==> src/rtl/mult_booth_pkg.sv <==
// Shared definitions for the sequential Booth multiplier: FSM encoding and step count.
package mult_booth_pkg;

    typedef enum logic [1:0] {
        IDLE = 2'd0,
        LOAD = 2'd1,
        RUN  = 2'd2,
        DONE = 2'd3
    } mult_state_e;

    localparam int MULT_STEPS = 32;

endpackage

==> src/rtl/mult_booth_step.sv <==
// One radix-2 Booth iteration: conditional add/sub of M into ACC, then an
// arithmetic right shift of {ACC, Q, q_1}. Purely combinational.
module booth_step #(
    parameter int WIDTH = 32
) (
    input  logic [WIDTH:0]   acc_i,
    input  logic [WIDTH-1:0] q_i,
    input  logic             q1_i,
    input  logic [WIDTH:0]   m_i,
    output logic [WIDTH:0]   acc_o,
    output logic [WIDTH-1:0] q_o,
    output logic             q1_o
);

    logic [WIDTH:0] sum;

    always_comb begin
        sum = acc_i;
        case ({q_i[0], q1_i})
            2'b01:   sum = acc_i + m_i;
            2'b10:   sum = acc_i - m_i;
            default: sum = acc_i;
        endcase
        // ACC keeps its sign bit; its LSB slides into the top of Q.
        acc_o = {sum[WIDTH], sum[WIDTH:1]};
        q_o   = {sum[0], q_i[WIDTH-1:1]};
        q1_o  = q_i[0];
    end

endmodule

==> src/rtl/mult_booth.sv <==
// Sequential signed WIDTHxWIDTH multiplier for the MIPS `mult` instruction.
// Radix-2 Booth, one step per cycle; HI/LO are registered at DONE entry.
module mult_booth
    import mult_booth_pkg::*;
#(
    parameter int WIDTH = MULT_STEPS
) (
    input  logic             clk,
    input  logic             reset_in,
    input  logic             mult_control,
    input  logic [WIDTH-1:0] a_in,
    input  logic [WIDTH-1:0] b_in,
    output logic [WIDTH-1:0] hi_out,
    output logic [WIDTH-1:0] lo_out,
    output logic             mult_end,
    output logic             busy
);

    localparam int CW = $clog2(WIDTH);
    localparam logic [CW-1:0] LAST_STEP = CW'(WIDTH - 1);

    mult_state_e      state_q;
    logic [WIDTH:0]   m_q;
    logic [WIDTH:0]   acc_q;
    logic [WIDTH-1:0] q_q;
    logic             q1_q;
    logic [CW-1:0]    count_q;
    logic [WIDTH-1:0] hi_q;
    logic [WIDTH-1:0] lo_q;
    logic             mult_end_q;
    logic             busy_q;

    logic [WIDTH:0]   acc_d;
    logic [WIDTH-1:0] q_d;
    logic             q1_d;

    booth_step #(.WIDTH(WIDTH)) u_step (
        .acc_i (acc_q),
        .q_i   (q_q),
        .q1_i  (q1_q),
        .m_i   (m_q),
        .acc_o (acc_d),
        .q_o   (q_d),
        .q1_o  (q1_d)
    );

    always_ff @(posedge clk or negedge reset_in) begin
        if (!reset_in) begin
            state_q    <= IDLE;
            m_q        <= '0;
            acc_q      <= '0;
            q_q        <= '0;
            q1_q       <= 1'b0;
            count_q    <= '0;
            hi_q       <= '0;
            lo_q       <= '0;
            mult_end_q <= 1'b0;
            busy_q     <= 1'b0;
        end else begin
            mult_end_q <= 1'b0;
            case (state_q)
                IDLE: begin
                    if (mult_control) begin
                        state_q <= LOAD;
                        busy_q  <= 1'b1;
                    end
                end
                LOAD: begin
                    m_q     <= {a_in[WIDTH-1], a_in};
                    acc_q   <= '0;
                    q_q     <= b_in;
                    q1_q    <= 1'b0;
                    count_q <= '0;
                    state_q <= RUN;
                end
                RUN: begin
                    acc_q   <= acc_d;
                    q_q     <= q_d;
                    q1_q    <= q1_d;
                    count_q <= count_q + 1'b1;
                    // Final step: capture the product straight from the step output.
                    if (count_q == LAST_STEP) begin
                        state_q    <= DONE;
                        busy_q     <= 1'b0;
                        hi_q       <= acc_d[WIDTH-1:0];
                        lo_q       <= q_d;
                        mult_end_q <= 1'b1;
                    end
                end
                DONE: begin
                    state_q <= IDLE;
                end
                default: begin
                    state_q <= IDLE;
                    busy_q  <= 1'b0;
                end
            endcase
        end
    end

    assign hi_out   = hi_q;
    assign lo_out   = lo_q;
    assign mult_end = mult_end_q;
    assign busy     = busy_q;

endmodule

==> config.mk <==
export PLATFORM = sky130hd
export DESIGN_NAME = mult_booth
export DESIGN_NICKNAME = d
export VERILOG_FILES = /design/src/rtl/mult_booth_pkg.sv /design/src/rtl/mult_booth_step.sv /design/src/rtl/mult_booth.sv
export SDC_FILE = /design/constraint.sdc
export NUM_CORES = 1
export LEC_CHECK = 0
export ABC_CLOCK_PERIOD_IN_PS = 5300
export CAP_MARGIN = 20
export CORE_ASPECT_RATIO = 0.5
export CORE_MARGIN = 1
export CORE_UTILIZATION = 45
export DETAILED_ROUTE_END_ITERATION = 8
export MAX_ROUTING_LAYER = met4
export PLACE_DENSITY = 0.69
export SETUP_SLACK_MARGIN = 0.02
export SYNTH_ARGS = -nofsm -noshare
export SYNTH_HDL_FRONTEND = slang
export SYNTH_SLANG_ARGS = --single-unit
==> constraint.sdc <==
create_clock -name clk -period 5.3 [get_ports clk]
set_input_delay 0.53 -clock clk [delete_from_list [all_inputs] [get_ports clk]]
set_output_delay 0.53 -clock clk [all_outputs]
set_load 0.01 [all_outputs]
# After elaboration in Yosys (flattened, before gate mapping)
# Cells that the tools add are included.
[totals]
wordCells = 40
reg_bits = 171
input_bits = 67
out_inout_bits = 66
[classes]
eq_ne = 8
n_reduce_logical = 6
n_mux = 13
add_sub_neg = 3
[op_table]
columns = ["op", "count"]
rows = [
  ["$pmux W33 S2", 2],
  ["$pmux W32 S2", 1],
  ["$add A33 B33 Y33", 1],
  ["$sub A33 B33 Y33", 1],
  ["$pmux W5 S2", 1],
  ["$pmux W2 S4", 1],
  ["$eq A2 B2 Y1 const B", 3],
  ["$add A5 B1 Y5 const B", 1],
  ["$eq A5 B5 Y1 const B", 1],
  ["$eq A2 B1 Y1 const B", 2],
  ["$mux W1", 4],
  ["$mux W2", 2],
  ["$ne A2 B2 Y1 const B", 2],
  ["$pmux W1 S2", 2],
  ["$reduce_and A2 Y1", 2],
  ["$reduce_bool A2 Y1", 2],
  ["$reduce_and A3 Y1", 1],
  ["$logic_not A2 Y1", 1],
]

# Logic depth before layout (Yosys ltp)
# Gate-level depths: netlist of the first run.
[depth]
ltp_word = 3
mapped_depth = 18

# By module
# Synthesis of the first run repeated with hierarchy kept, for this count alone.
[hier_totals]
cells_unflattened = 1037
area_unflattened_um2 = 10392.5
[modules_own_cells]
columns = ["mod", "cells_per_inst", "area_per_inst_um2", "seq_area_each_um2", "instances"]
rows = [
  ["mult_booth", 537, 7069.3, 4279.1, 1],
  ["booth_step", 500, 3323.2, 0.0, 1],
]

# Least setup slack after synthesis of the first run
# Ideal clock, no wire load.
[synth_path]
kind = "reg2reg"
from = "register m_q[0]"
to = "register acc_q[29]"
t_required_ns = 5.159
path_stages_with_launch = 18
setup_time_ns = 0.141
n_path_buf = 0
arrival_ns = 3.848
period_less_slack_ns = 3.989
slack_ns = 1.311
cell_sequence = "dfrtp_1 > inv_1 > ha_1 > nor4b_1 > and2_1 > and2_1 > a31oi_1 > xnor2_1 > ha_1 > and4_1 > nand3_1 > or3_4 > o21a_1 > o31ai_4 > o22ai_4 > or4b_1 > nand3_1 > o22ai_1"
[synth_via]
elab_chain_len = 3
[synth_lines]
columns = ["item", "line_no", "text"]
rows = [
  ["from (decl)", "mult_booth.sv:23", "logic [WIDTH:0] m_q;"],
  ["from (signal assigned)", "mult_booth.sv:69", "m_q <= {a_in[WIDTH-1], a_in};"],
  ["$sub A33 B33 Y33 or $add A33 B33 Y33 (tied branches)", "mult_booth_step.sv:21, mult_booth_step.sv:20", ""],
  ["$pmux W33 S2 *", "mult_booth_step.sv:19", "case ({q_i[0], q1_i})"],
  ["$pmux W33 S2 *", "mult_booth.sv:61", "case (state_q)"],
  ["to (signal assigned)", "mult_booth.sv:51", "acc_q <= '0;"],
  ["to (signal assigned)", "mult_booth.sv:70", "acc_q <= '0;"],
  ["to (signal assigned)", "mult_booth.sv:77", "acc_q <= acc_d;"],
  ["to (decl)", "mult_booth.sv:24", "logic [WIDTH:0] acc_q;"],
]
# Every way passes the cells marked *; elsewhere a longest branch is shown, timed or not.
# A chain may end at the register's enable or synchronous reset.

# Final worst setup path of the first run
[layout_path]
from = "register m_q[1]"
to = "register acc_q[28]"
# The elaborated chain is that of the path after synthesis.

==> impl_metrics.json, run 1 <==
{
  "status": "complete, but fails checks",
  "violations": "design-rule violations",
  "critPathLaunchType": "flip-flop",
  "drt_wl_total_um": 24440,
  "cts_resized": 0,
  "ir_worst_vdd_mv": 0.2889,
  "via_per_inst": 5.526,
  "end_kind": "flip-flop",
  "die_w_um": 206.9,
  "grt_pass1_vias": 7463,
  "grt.overflow.total": 0,
  "cts_tree": "done",
  "min_path_type": "input port to asynchronous set/reset pin",
  "cp_slowest_cell": "dfrtp_1",
  "drt_iter0_markers": 525,
  "hold_viol": 0,
  "crit_family": "compound AO/OA/AOI/OAI gates",
  "rsz0062_at_grt": "no",
  "holdBufCountCts": 0,
  "maxCapViolations": 0,
  "mostFrequentLayoutCell": "nand2_1",
  "antenna_found_initial": 0,
  "finClkSkew_ns": 0.01075,
  "synth_edf_count": 0,
  "slowest_delay_ns": 0.41,
  "dp.cells": 1391,
  "port-buffer-count": 132,
  "cts_made_buffers": 17,
  "syn_area_mm2": 0.009448,
  "grt_usage_pct": 24.23,
  "clockBufferDepth": 2,
  "drive_gt1_share_pct": 7.478,
  "final.period_utilization_pct": 83.07,
  "crit_top_cell": "a21oi_1",
  "vias": 7863,
  "fin_cells": 1423,
  "p_leak_nw": 5.227,
  "post-cts-setup-buffers": 0,
  "slew_viol_final": 0,
  "critPathMaxFanout": 6,
  "synth_cell_types": 63,
  "multi_input_area_mm2": 0.004855,
  "synth_flop_cell": "dfrtp_1",
  "diodes": 0,
  "ys_ff_latch": 170,
  "cp_num_buf_inv": 2,
  "syn_area_per_cell_um2": 9.164,
  "wl_per_cell_um": 17.17,
  "antenna_left": 0,
  "async_flop_share_pct": 100.0,
  "h-tree-depth": 4,
  "synth_fp_nets": 1139,
  "nets": 1245,
  "criticalPathCategory": "flip-flop to flip-flop",
  "grt_max_degree": 76,
  "required_ns": 5.56,
  "layout_common_cells": "nand2_1, dfrtp_1, clkdlybuf4s50_1",
  "crit_arrival_ns": 4.66,
  "firstDrtPassIters": 7,
  "clkSinkCount": 170,
  "ys_warn_count": 0,
  "fmax_mhz": 227.1,
  "seq_area_mm2": 0.004254,
  "hpwlAfterDp_um": 17730,
  "setup_viol": 0,
  "root_buffer": "clkbuf_16",
  "synthCells": 1031,
  "areaGrowthSynthToFinish_pct": 23.24,
  "fp.coreArea_mm2": 0.02055,
  "start_util_pct": 45.96,
  "clock_latency_ns": 0.43,
  "clk_pin_slew_ns": 0.07,
  "p_per_area_mw_per_mm2": 702.5,
  "relSlewSlack_pct": 29.01,
  "die-area_mm2": 0.02161,
  "io_pins": 133,
  "tightest_slew_ns": 1.062,
  "path_cells": "inv_1 > ha_1 > nor4b_1 > buf_4 > and2_1 > and2_1 > a21oi_1 > xnor2_1 > ha_1 > a21oi_1 > o21ai_0 > a21o_1 > a211o_2 > a21oi_1 > o31ai_1 > a21oi_1 > mux2i_1 > o311ai_0",
  "grt_first_pass_wirelength_um": 39690,
  "tns_ns": 0,
  "final.fill_count": 1804,
  "ys_seq_area_share_pct": 45.03,
  "gp_congestion": 0.9135,
  "rows": 37,
  "die_h_um": 104.5,
  "route.detailed.drc": 9,
  "period_minus_slack_ns": 4.403
}
==> path summary, 6_finish.rpt <==
check | from | to | slack [ns] | cells past startpoint
setup reg to reg | m_q[1]$_DFFE_PN0N_ | acc_q[28]$_DFFE_PN0P_ | 0.90 | 18
hold / removal | reset_in | lo_out[14]$_DFFE_PN0P_ | 0.06 | 1
hold reg to reg | lo_out[13]$_DFFE_PN0P_ | lo_out[13]$_DFFE_PN0P_ | 0.48 | 2
setup / recovery | m_q[1]$_DFFE_PN0N_ | acc_q[28]$_DFFE_PN0P_ | 0.90 | 18
min in group clk | lo_out[13]$_DFFE_PN0P_ | lo_out[13]$_DFFE_PN0P_ | 0.48 | 2
max in group asynchronous | reset_in | hi_out[9]$_DFFE_PN0P_ | 3.83 | 2
==> sequential cells by signal, summed over array words and instances (netlist names) <==
| signal | cells |
|---|---|
| lo_out | 32 |
| q_q | 32 |
| count_q | 5 |
| acc_q | 32 |
| state_q | 2 |
| mult_end | 1 |
| busy | 1 |
| q1_q | 1 |
| hi_out | 32 |
| m_q | 32 |
==> final cells by class <==
class | count | share of cell area (%)
repair buffers | 145 | 12.20
multi-input cells | 769 | 41.69
clock buffers | 18 | 3.772
flip-flops and latches | 170 | 36.54
inverters | 34 | 1.096
well taps | 273 | 2.934
clock inverters | 14 | 1.773
==> power by group <==
group / leakage [nW] / total, mW / switching, mW / internal (mW)
sequential: 2.19 / 2.04 / 0.373 / 1.67
clock: 0.312 / 1.38 / 0.562 / 0.815
combinational: 2.72 / 4.76 / 2.92 / 1.84
total: 5.23 / 8.18 / 3.86 / 4.32
==> metal layers <==
layer / GRT usage, % / up-vias / share of wire (%)
met1: 37.27 / 3788 / 52
li1: - / 3813 / -
met4: 5.787 / 0 / 1.1
met5: - / - / 0
met3: 4.480 / 24 / 7.2
met2: 32.29 / 238 / 40
==> stage by stage <==
stage / hold slack [ns] / worst slack (ns) / power [mW] / util (%) / area [um^2]
6_report: 0.05530 / 0.8974 / 8.180 / 56.65 / 11640
2_1_floorplan: 0.2344 / 1.311 / 5.536 / - / 9448
3_3_place_gp: 0.4566 / 1.033 / 6.628 / 53.51 / 11000
3_5_place_dp: 0.4615 / 0.9391 / 6.743 / 53.51 / 11000
4_1_cts: 0.06696 / 0.9209 / 8.150 / 56.65 / 11640
5_1_grt: 0.08751 / 0.5469 / 8.810 / 56.65 / 11640
==> Yosys cell counts, drive strengths merged (6+ instances only) <==
library cell	n	area, um^2
nand3	13	65.06
ha	40	500.5
a21o	18	136.4
mux2	25	281.5
nand4	7	43.79
xnor2	39	341.6
nor3	18	100.1
o21a	6	45.04
nor2	79	296.5
mux2i	44	440.4
clkbuf	44	166.4
and2	6	37.54
a31oi	14	87.58
buf	14	52.55
inv	33	123.9
o31ai	10	93.84
nand2	184	690.7
dfrtp	170	4254
o21ai	77	385.4
o2bb2ai	16	140.1
a21oi	90	450.4
xor2	14	122.6
==> cells by family after synthesis <==
| logic type | share of synthesized area, % |
|---|---|
| muxes | 7.641 |
| AOI/OAI and AO/OA | 17.72 |
| and+or+nand+nor | 15.52 |
| xor gates and xnor gates | 4.913 |
| buffers and inverters | 3.668 |
| DFF | 45.03 |
| adders and majority gates | 5.509 |
(Power assumes the default switching activity.)
==> run 2, diff against run 1 <==
--- a/config.mk
+++ b/config.mk
@@ -5,14 +5,14 @@
 export SDC_FILE = /design/constraint.sdc
 export NUM_CORES = 1
 export LEC_CHECK = 0
-export ABC_CLOCK_PERIOD_IN_PS = 5300
+export ABC_CLOCK_PERIOD_IN_PS = 3600
 export CAP_MARGIN = 20
 export CORE_ASPECT_RATIO = 0.5
 export CORE_MARGIN = 1
 export CORE_UTILIZATION = 45
 export DETAILED_ROUTE_END_ITERATION = 8
 export MAX_ROUTING_LAYER = met4
-export PLACE_DENSITY = 0.69
+export PLACE_DENSITY = 0.71
 export SETUP_SLACK_MARGIN = 0.02
 export SYNTH_ARGS = -nofsm -noshare
 export SYNTH_HDL_FRONTEND = slang
==> constraint.sdc (replaced) <==
create_clock -name clk -period 3.6 [get_ports clk]
set_input_delay 0.36 -clock clk [delete_from_list [all_inputs] [get_ports clk]]
set_output_delay 0.36 -clock clk [all_outputs]
set_load 0.01 [all_outputs]
==> run 2 against run 1 <==
Compared with the run above:
- the run ends with design-rule violations, negative setup slack left
- total power grew 80%
- cell area grew 12%
- sequential cell count is the same
- final cell count grew 8.6%
- setup slack lost 1.3 ns
- non-clock buffer count grew 123
- sequential share of layout area shrank 3.8 points
- clock power grew 33%
- critical path type unchanged
==> impl_metrics.json, run 2 (synthesized netlist as in run 1, its figures left out) <==
{
  "status": "complete, but fails checks",
  "violations": "design-rule violations, negative setup slack",
  "r2r_cells": 16,
  "diodes": 0,
  "drive_gt1_share_pct": 21.84,
  "p_int_mw": 7.921,
  "total_power_mw": 14.75,
  "drt_iter0_markers": 800,
  "reg2reg_from": "m_q[7]$_DFFE_PN0N_",
  "die-area_mm2": 0.02161,
  "grt_usage_pct": 25.42,
  "dpl-instance-area_mm2": 0.01173,
  "clk_pin_slew_ns": 0.07,
  "grt_pass1_vias": 8084,
  "vias": 8589,
  "crit_arrival_ns": 4.26,
  "worst_slack_ns": -0.3591,
  "route.detailed.drc": 8,
  "die_w_um": 206.9,
  "drt_wl_total_um": 27140,
  "cts_tree": "done",
  "firstDrtPassIters": 9,
  "start_util_pct": 45.96,
  "grt_first_pass_wirelength_um": 41830,
  "cts_made_buffers": 17,
  "gp_congestion": 0.9816,
  "timing.rr.end": "hi_out[25]$_DFFE_PN0P_",
  "p_sw_mw": 6.827,
  "io_pins": 133,
  "rows": 37,
  "critPathMaxFanout": 5,
  "p_leak_nw": 5.907,
  "p_seq_share_pct": 20.4,
  "nets": 1368,
  "ir_worst_vdd_mv": 0.5205,
  "hp-start": "lo_out[27]$_DFFE_PN0P_",
  "p_sw_share_pct": 46.29,
  "maxCapViolations": 0,
  "combPwrFrac_pct": 67.1,
  "period_minus_slack_ns": 3.959,
  "critPathLaunchType": "flip-flop",
  "antenna_found_initial": 0,
  "hold_end": "lo_out[27]$_DFFE_PN0P_",
  "whs_ns": 0.4748,
  "setup_viol": 33,
  "p_per_area_mw_per_mm2": 1135,
  "p_clk_share_pct": 12.5,
  "slew_viol_final": 0,
  "fmax_mhz": 252.6,
  "root_buffer": "clkbuf_16",
  "final_area_mm2": 0.01299,
  "tightest_slew_ns": 0.9320,
  "r2r_slack_ns": -0.36,
  "clockBufferDepth": 2,
  "h-tree-depth": 4,
  "min_path_type": "flip-flop to flip-flop",
  "end_kind": "flip-flop",
  "mostFrequentLayoutCell": "nand2_1",
  "grt.overflow.total": 0,
  "layout_common_cells": "nand2_1, dfrtp_1, clkdlybuf4s50_1",
  "hold_viol": 0,
  "antenna_left": 0,
  "rsz0062_at_grt": "yes",
  "finClkSkew_ns": 0.01002,
  "port-buffer-count": 132,
  "required_ns": 3.90,
  "whs_path_depth": 2,
  "fp.coreArea_mm2": 0.02055,
  "clkSinkCount": 170,
  "relSlewSlack_pct": 37.87,
  "final.period_utilization_pct": 110.0,
  "clock_latency_ns": 0.44,
  "areaGrowthSynthToFinish_pct": 37.53,
  "via_per_inst": 5.556,
  "hpwlAfterDp_um": 18280,
  "die_h_um": 104.5,
  "tns_ns": -6.465,
  "wl_per_cell_um": 17.55,
  "final.fill_count": 1624,
  "criticalPathCategory": "flip-flop to flip-flop",
  "grt_max_degree": 95
}
[run 2: cell count changes in the layout (fill, tap and decap cells not counted), moves of 5 or more]
cell	change
a21oi_1	-18
a21oi_2	+15
buf_4	+107
buf_6	+15
nor2_1	-5
nor2_2	+5
o21ai_0	-18
o21ai_1	+10
o21ai_2	+7
[run 2: layout make-up]
cell class / count / area (um^2) / share of cell area [%]
multi-input cells: 769 / 5280 / 40.64
inverters: 34 / 127.6 / 0.9822
clock buffers: 17 / 425.4 / 3.274
clock inverters: 15 / 162.7 / 1.252
repair buffers: 268 / 2402 / 18.49
well taps: 273 / 341.6 / 2.629
flip-flops and latches: 170 / 4254 / 32.74
[run 2: power by group through the flow]
stage	sequential, mW	combinational, mW	clock (mW)
after floorplan	2.85	5.36	0
after global placement	2.97	7.95	0
after detailed placement	3.00	8.17	0
after CTS	2.97	8.74	1.87
after global routing	3.07	10.6	1.96
final	3.00	9.90	1.84
[run 2: what timing repair did]
action | 4_1_cts | 5_1_grt
hold endpoints to repair | 11 | 0
pin swaps | 28 | 39
hold buffers | 1 | 0
resized for setup | 47 | 65
buffers inserted | 11 | 18
cloned | 0 | 0
setup endpoints to repair | 26 | 44
[run 2: per-layer routing]
| layer | part of all wire [%] | vias to the layer above | wire, um | global-route usage, % |
|---|---|---|---|---|
| met4 | 1.9 | 0 | 517 | 6.778 |
| met1 | 46 | 4136 | 12620 | 36.03 |
| met3 | 7.5 | 62 | 2026 | 4.731 |
| li1 | - | 4054 | - | - |
| met5 | 0 | - | 0 | - |
| met2 | 44 | 337 | 11970 | 37.14 |
[run 2: metrics by stage]
stage          utilization (%)  setup slack [ns]  instances
6_report                 63.22           -0.3591       1546
5_1_grt                  63.22           -0.5458       1546
4_1_cts                  61.24           -0.2363       1528
3_5_place_dp             57.06           -0.3997       1484
3_3_place_gp             57.06           -0.2972       1484
2_1_floorplan                -           -0.1781       1031
[run 2: how the worst max path moves through the flow]
| stage | from | to | depth (start not counted) |
|---|---|---|---|
| finish | m_q[7]$_DFFE_PN0N_ | hi_out[25]$_DFFE_PN0P_ | 16 |
| global route | m_q[7]$_DFFE_PN0N_ | acc_q[30]$_DFFE_PN0P_ | 15 |
| CTS | m_q[7]$_DFFE_PN0N_ | hi_out[29]$_DFFE_PN0P_ | 15 |
| detailed placement | m_q[7]$_DFFE_PN0N_ | acc_q[28]$_DFFE_PN0P_ | 17 |
| global placement | m_q[7]$_DFFE_PN0N_ | acc_q[28]$_DFFE_PN0P_ | 17 |
| floorplan | m_q[7]$_DFFE_PN0N_ | acc_q[29]$_DFFE_PN0P_ | 15 |
[run 2: worst max-delay path: stages (launching register included)]
cell      delay [ns]
dfrtp_1         0.38
or4_4           0.56
nor3_4          0.21
and2_4          0.22
a31oi_4         0.09
xnor2_1         0.15
ha_1            0.32
and4_1          0.24
nand3_2         0.10
or3_4           0.39
o31ai_4         0.31
buf_4           0.18
buf_6           0.11
a21boi_4        0.06
xnor2_2         0.15
mux2i_2         0.28
o21ai_1         0.09
